File: config.mk
export PLATFORM = sky130hd
export DESIGN_NAME = irq_controller
export DESIGN_NICKNAME = d
export VERILOG_FILES = /design/src/rtl/irq_controller.sv
export SDC_FILE = /design/constraint.sdc
export NUM_CORES = 1
export LEC_CHECK = 0
export CELL_PAD_IN_SITES_DETAIL_PLACEMENT = 0
export CELL_PAD_IN_SITES_GLOBAL_PLACEMENT = 1
export CORE_ASPECT_RATIO = 1.25
export CORE_MARGIN = 2
export CORE_UTILIZATION = 37
export CTS_BUF_LIST = sky130_fd_sc_hd__clkbuf_2 sky130_fd_sc_hd__clkbuf_4 sky130_fd_sc_hd__clkbuf_8
export DETAILED_ROUTE_END_ITERATION = 10
export PLACE_DENSITY_LB_ADDON = 0.2
export SETUP_SLACK_MARGIN = 0.4
export SLEW_MARGIN = 10
export SYNTH_ARGS = -nofsm -noshare
export SYNTH_HDL_FRONTEND = slang
export SYNTH_SLANG_ARGS = --single-unit
File: constraint.sdc
create_clock -name clock -period 2.2 [get_ports clock]
set_clock_uncertainty 0.05 [all_clocks]
set_input_delay 0.33 -clock clock [delete_from_list [all_inputs] [get_ports clock]]
set_output_delay 0.33 -clock clock [all_outputs]
set_load 0.05 [all_outputs]
File: src/rtl/irq_controller.sv
// Edge-triggered 8-line interrupt controller with a fixed-priority selector
// and a four-state handshake FSM towards the context-save sequencer.
module irq_controller (
  input  logic        clock,
  input  logic        reset,
  input  logic        enable_system,
  input  logic [7:0]  irq_in,
  input  logic        do_syscall_it,
  input  logic        do_interrupt,
  input  logic        do_it_return,
  input  logic        do_it_state,
  input  logic        cfg_we,
  input  logic [1:0]  cfg_addr,
  input  logic [7:0]  cfg_wdata,
  output logic [7:0]  cfg_rdata,
  output logic        do_hw_it,
  output logic [31:0] irq_pc,
  output logic [2:0]  irq_id,
  output logic        irq_active
);

  typedef enum logic [1:0] {
    IDLE    = 2'd0,
    REQ     = 2'd1,
    SERVICE = 2'd2,
    DRAIN   = 2'd3
  } state_t;

  state_t      state_r, state_next_s;
  logic [7:0]  irq_prev_r;
  logic [7:0]  pending_r, pending_next_s;
  logic [7:0]  mask_r;
  logic [7:0]  inservice_r, inservice_next_s;
  logic        do_hw_it_r, do_hw_it_next_s;
  logic        irq_active_r, irq_active_next_s;
  logic [2:0]  irq_id_r, irq_id_next_s;
  logic [31:0] irq_pc_r, irq_pc_next_s;
  logic [7:0]  edge_s;
  logic [7:0]  w1c_s;
  logic [7:0]  grant_clr_s;
  logic [7:0]  eligible_s;
  logic        cand_valid_s;
  logic [2:0]  cand_id_s;
  logic        grant_s;

  assign edge_s     = irq_in & ~irq_prev_r;
  assign eligible_s = pending_r & mask_r;

  // Lowest eligible index wins; scan from the top so index 0 overrides.
  always_comb begin
    cand_valid_s = 1'b0;
    cand_id_s    = 3'd0;
    for (int i = 7; i >= 0; i--) begin
      if (eligible_s[i]) begin
        cand_valid_s = 1'b1;
        cand_id_s    = 3'(i);
      end else begin
        cand_valid_s = cand_valid_s;
      end
    end
  end

  // Pending update: W1C and grant clear, with a fresh edge always winning.
  always_comb begin
    w1c_s          = (cfg_we && (cfg_addr == 2'd1)) ? cfg_wdata : 8'h00;
    grant_clr_s    = grant_s ? (8'd1 << cand_id_s) : 8'h00;
    pending_next_s = (pending_r & ~w1c_s & ~grant_clr_s) | edge_s;
  end

  // Edge history, pending capture and mask writes run regardless of enable_system.
  always_ff @(posedge clock or posedge reset) begin
    if (reset) begin
      irq_prev_r <= 8'h00;
      pending_r  <= 8'h00;
      mask_r     <= 8'h00;
    end else begin
      irq_prev_r <= irq_in;
      pending_r  <= pending_next_s;
      if (cfg_we && (cfg_addr == 2'd0)) begin
        mask_r <= cfg_wdata;
      end
    end
  end

  // FSM next-state and next-output logic; everything holds when disabled.
  always_comb begin
    state_next_s      = state_r;
    grant_s           = 1'b0;
    do_hw_it_next_s   = do_hw_it_r;
    irq_active_next_s = irq_active_r;
    inservice_next_s  = inservice_r;
    irq_id_next_s     = irq_id_r;
    irq_pc_next_s     = irq_pc_r;
    if (enable_system) begin
      case (state_r)
        IDLE: begin
          if (cand_valid_s && !do_syscall_it && !do_it_state) begin
            state_next_s    = REQ;
            grant_s         = 1'b1;
            do_hw_it_next_s = 1'b1;
            irq_id_next_s   = cand_id_s;
            irq_pc_next_s   = 32'h0000_0008 + {27'd0, cand_id_s, 2'b00};
          end else begin
            do_hw_it_next_s = 1'b0;
          end
        end
        REQ: begin
          if (do_interrupt) begin
            state_next_s      = SERVICE;
            do_hw_it_next_s   = 1'b0;
            inservice_next_s  = 8'd1 << irq_id_r;
            irq_active_next_s = 1'b1;
          end else begin
            do_hw_it_next_s = 1'b1;
          end
        end
        SERVICE: begin
          if (do_it_return) begin
            state_next_s      = DRAIN;
            inservice_next_s  = 8'h00;
            irq_active_next_s = 1'b0;
          end else begin
            state_next_s = SERVICE;
          end
        end
        DRAIN: begin
          // Residency of at least one cycle is implicit: the test only
          // happens once the state register already reads DRAIN.
          if (!do_it_state) begin
            state_next_s = IDLE;
          end else begin
            state_next_s = DRAIN;
          end
        end
        default: begin
          state_next_s      = IDLE;
          do_hw_it_next_s   = 1'b0;
          irq_active_next_s = 1'b0;
          inservice_next_s  = 8'h00;
        end
      endcase
    end else begin
      state_next_s = state_r;
    end
  end

  // FSM state and registered outputs.
  always_ff @(posedge clock or posedge reset) begin
    if (reset) begin
      state_r      <= IDLE;
      do_hw_it_r   <= 1'b0;
      irq_active_r <= 1'b0;
      inservice_r  <= 8'h00;
      irq_id_r     <= 3'd0;
      irq_pc_r     <= 32'h0000_0000;
    end else begin
      state_r      <= state_next_s;
      do_hw_it_r   <= do_hw_it_next_s;
      irq_active_r <= irq_active_next_s;
      inservice_r  <= inservice_next_s;
      irq_id_r     <= irq_id_next_s;
      irq_pc_r     <= irq_pc_next_s;
    end
  end

  // Register read mux.
  always_comb begin
    case (cfg_addr)
      2'd0:    cfg_rdata = mask_r;
      2'd1:    cfg_rdata = pending_r;
      2'd2:    cfg_rdata = inservice_r;
      2'd3:    cfg_rdata = {5'b00000, irq_active_r, state_r};
      default: cfg_rdata = 8'h00;
    endcase
  end

  assign do_hw_it   = do_hw_it_r;
  assign irq_pc     = irq_pc_r;
  assign irq_id     = irq_id_r;
  assign irq_active = irq_active_r;

endmodule
[Word-level counts from Yosys, hierarchy flattened]
Index checks and enable logic that the tools add are counted.
W data, S select, Z words.
Operators by class
  add/subtract/negate cells: 1
  mux-type cells: 35
  shifts and indexed selects: 2
  equal/unequal tests: 9
  reduce and logical (&&, ||, !) cells: 14
  bitwise operators: 8
Operators by type and width (number)
  $and A8 B8 Y8: 4
  $mux W8: 4
  $pmux W8 S4: 1
  $mux W3: 8
  $not A8 Y8: 3
  $pmux W8 S2: 1
  $shl A1 B3 Y8 const A: 2
  $mux W1: 15
  $eq A2 B2 Y1 const B: 4
  $or A8 B8 Y8: 1
  $pmux W2 S4: 1
  $add A4 B5 Y6 const A: 1
  $mux W2: 3
  $ne A2 B2 Y1 const B: 3
  $reduce_and A3 Y1: 2
  $eq A2 B1 Y1 const B: 2
  $logic_and A1 B1 Y1: 4
  $logic_not A2 Y1: 2
  $pmux W1 S2: 2
  $reduce_and A4 Y1: 1
  $reduce_bool A2 Y1: 2
  $logic_not A1 Y1: 2
  $reduce_and A2 Y1: 1
Word-level totals
  output and inout port bits: 45
  bits in registers: 71
  logic and storage cells: 78

[Logic depth before layout (Yosys ltp)]
  depth after elaboration: 18
  depth in mapped cells: 5
  depth with buffers taken out: 5

[Worst setup path after synthesis]
No wires, ideal clock.
  path type: input port to output port
  start point: input cfg_addr[1]
  end point: output cfg_rdata[3]
  stages: 3
  data arrival time: 1751 ps
  path buffers: 1
  slack: 69 ps
  data required time: 1820 ps
  cell sequence: buf_2 -> mux2i_1 -> o21ai_0
On the way
  cells in the longest elaborated chain, start to end: 2
Ends and longest elaborated chain
  start, declared: RTL line 13  | input logic [1:0] cfg_addr,
  $eq A2 B2 Y1 (tied with other cells): RTL line 168  | case (cfg_addr)
  $pmux W8 S4 (*): RTL line 168
  end, declared: RTL line 15  | output logic [7:0] cfg_rdata,
Every way passes the cells marked *; elsewhere a longest branch is shown, timed or not.

[Final worst setup path]
  start point: register state_r[0]
  end point: output cfg_rdata[0]
On the way
  cells in the longest elaborated chain, start to end: 1
Ends and longest elaborated chain
  start, declared: RTL line 29  | state_t state_r, state_next_s;
  start signal, assigned: RTL line 157  | state_r <= state_next_s;
  $pmux W8 S4: RTL line 168
No other way between the ends.

==> out/results.ini <==
[sta]
fin_ws_ps = 412.6
rsz0062_at_grt = true
tns_ps = 0
tightest_slew_ps = 546.5
slew_violations = 0
setup_viol = 0
min_period_over_period_pct = 81.25
hold_viol = 0
fin_crit_ps = 1787
timing.hold.ws_ps = 367.8
fmax_mhz = 559.5
maxSlewHeadroom_pct = 63.56

[synth]
ys.flop_type = dfrtp_1
synth_edf_count = 0
yosysMostFrequentCell = dfrtp_1
synth_top_cell_area_share_pct = 45.70
yosysTopAreaCell = dfrtp_1
syn_area_per_cell_sq_um = 10.70
synthTopCellsByArea = dfrtp_1, buf_4, nand2_1
yosysUniqueCellTypes = 45
yosysWarningCount = 0
ys_ff_latch = 42
async_flop_share_pct = 100.0
synthCells = 215
ys_seq_area_share_pct = 45.70
synth_area_sq_mm = 0.002300
synthTopCellsByCount = dfrtp_1, buf_4, nand2_1

[cts]
cts_tree = done
hold_buffers = 0
clk-insertion-delay-late_ps = 290
htreeDepth = 2
clock-sinks = 42
path_clk_slew_ps = 80
cts_inserted_buffers = 5
clk_path_buf_depth = 2
cts-root-buf = clkbuf_8

[finish]
multi_input_area_sq_mm = 0.001101
num-nets-final = 303
drive_gt1_share_pct = 25.99
n_fill_cell = 600
register_area_sq_mm = 0.001060
design_area_sq_mm = 0.003013
syn2layout_area_growth_pct = 31.01
n_antenna_cell = 0

[route]
drt_iter0_markers = 101
ant_nets = 0
num_vias = 1753
post_drt_wl_per_cell_um = 15.03
routed_wl_mm = 5.441
drc = 0
viasPerCell = 4.843
dr.pass1.iters = 6

[power_and_ir_drop]
power_density_mw_per_mm2 = 1048
power_frac_seq_pct = 36.0
irDropWorstVdd_mv = 0.8665
clock_power_share_pct = 19.1
p_switching_w = 0.001324
swShare_pct = 41.96
power_leakage_nw = 1.346
combPwrFrac_pct = 44.9
p_int_w = 0.001832

[setup_path]
path_class = flop to output port
critPathRequiredTime_ps = 1820
timing.rr.end = irq_pc[4]
r2r_cells = 5
r2r_start = pending_r[6]
crit_fanout = 5
path_cells = mux4_2, buf_6
path_delay_family = multiplexers
critical-path-max-stage-delay_ps = 500
start_kind = flop
end_kind = output port
rrSetupSlack_ps = 450
crit_buf_inv = 1
arrival_ps = 1410
crit_slowest_cell = mux4_2

[job]
max_cap_viol_count = 0

[die]
start_util_pct = 37.79
die_area_sq_mm = 0.006866
coreArea_sq_mm = 0.006086
ios = 71
rows = 32
die_y_um = 92.15
die_w_um = 74.52

[worst_hold_path]
hp-start = irq_prev_r[1]
holdPathEnd = pending_r[1]
worstHoldPathCells = 1
hp-class = flop to flop

[global_route]
grt_max_degree = 43
grt_pass1_wl_mm = 8.845
antenna_found_initial = 0
grt_pass1_vias = 1745
grt_use_total_pct = 16.88
grt-ovfl-total = 0

[placement]
gp_congestion = 0.8555
place_worst_setup_slack_ps = 107.2
place_area_sq_mm = 0.002804
dp.final_hpwl_mm = 3.977
port_buffers = 42

[status]
status = complete, no violations

cell type report:
type,count,share of cell area [%]
Multi-Input combinational cell,159,36.54
Timing Repair Buffer,61,20.27
Clock buffer,5,2.284
Clock inverter,3,1.329
Inverter,7,0.8721
Sequential cell,42,35.17
Tap cell,85,3.530
how the worst max path moves through the flow:
| stage | start | to | cells past startpoint |
|---|---|---|---|
| 5_1_grt | state_r[0] | cfg_rdata[0] | 2 |
| 4_1_cts | state_r[0] | cfg_rdata[0] | 2 |
| 2_1_floorplan | cfg_addr[0] | cfg_rdata[3] | 4 |
| 6_report | state_r[0] | cfg_rdata[0] | 2 |
| 3_5_place_dp | cfg_addr[0] | cfg_rdata[5] | 6 |
| 3_3_place_gp | cfg_addr[0] | cfg_rdata[0] | 4 |
cell families after synthesis:
logic type      Yosys count  share of synthesized area, %
compound gates           50                         15.34
fa+ha+maj                 1                        0.5440
buf+inv                  41                         11.64
flops                    42                         45.70
mux                      21                         12.30
other cells               1                        0.1631
simple gates             59                         14.31
stage by stage:
step                total power, W  utilization, %  cells
floorplan                 0.002102               -    242
global placement          0.002501           46.07    345
detailed placement        0.002507           46.07    345
CTS                       0.003132           48.83    358
global route              0.003328           49.51    362
finish                    0.003157           49.51    362
worst register-to-register path: stages, from the launching register on:
cell	delay, ps
dfrtp_1	450
a22oi_2	280
nand2b_4	200
a21boi_1	90
ha_1	300
mux2_4	270
repair_timing:
| action | in CTS | in global routing |
|---|---|---|
| hold endpoints to repair | 0 | 0 |
| resized for setup | 20 | 7 |
| pin swaps | 1 | 3 |
| setup endpoints to repair | 18 | 7 |
| buffers inserted | 5 | 4 |
registers in the layout (all words and copies together) (netlist names):
| register | flops |
|---|---|
| pending_r | 8 |
| do_hw_it | 1 |
| irq_prev_r | 8 |
| inservice_r | 8 |
| irq_id | 3 |
| irq_pc | 3 |
| irq_active | 1 |
| state_r | 2 |
| mask_r | 8 |
layout by cell type (no fill, tap or decap), types with 7 or more instances in the layout:
master,instances
mux2_2,8
dfrtp_2,7
buf_4,18
nand2_1,27
clkdlybuf4s50_1,23
inv_1,7
conb_1,28
dfrtp_1,35
dlygate4sd2_1,11
a21oi_1,11
routing by layer:
metal / part of all wire [%] / track usage [%] / vias up
met5: 0 / 0 / -
met3: 3.3 / 2.967 / 13
li1: - / - / 833
met4: 2.4 / 6.696 / 0
met1: 46 / 22.75 / 850
met2: 48 / 26.55 / 57
power by group through the flow:
| stage | clock network [W] | logic (W) | registers [W] |
|---|---|---|---|
| floorplan | 0 | 0.000803 | 0.00130 |
| global placement | 0 | 0.00133 | 0.00117 |
| detailed placement | 0 | 0.00133 | 0.00117 |
| CTS | 0.000621 | 0.00137 | 0.00114 |
| global route | 0.000654 | 0.00151 | 0.00116 |
| finish | 0.000603 | 0.00142 | 0.00114 |
(Power assumes the default switching activity.)
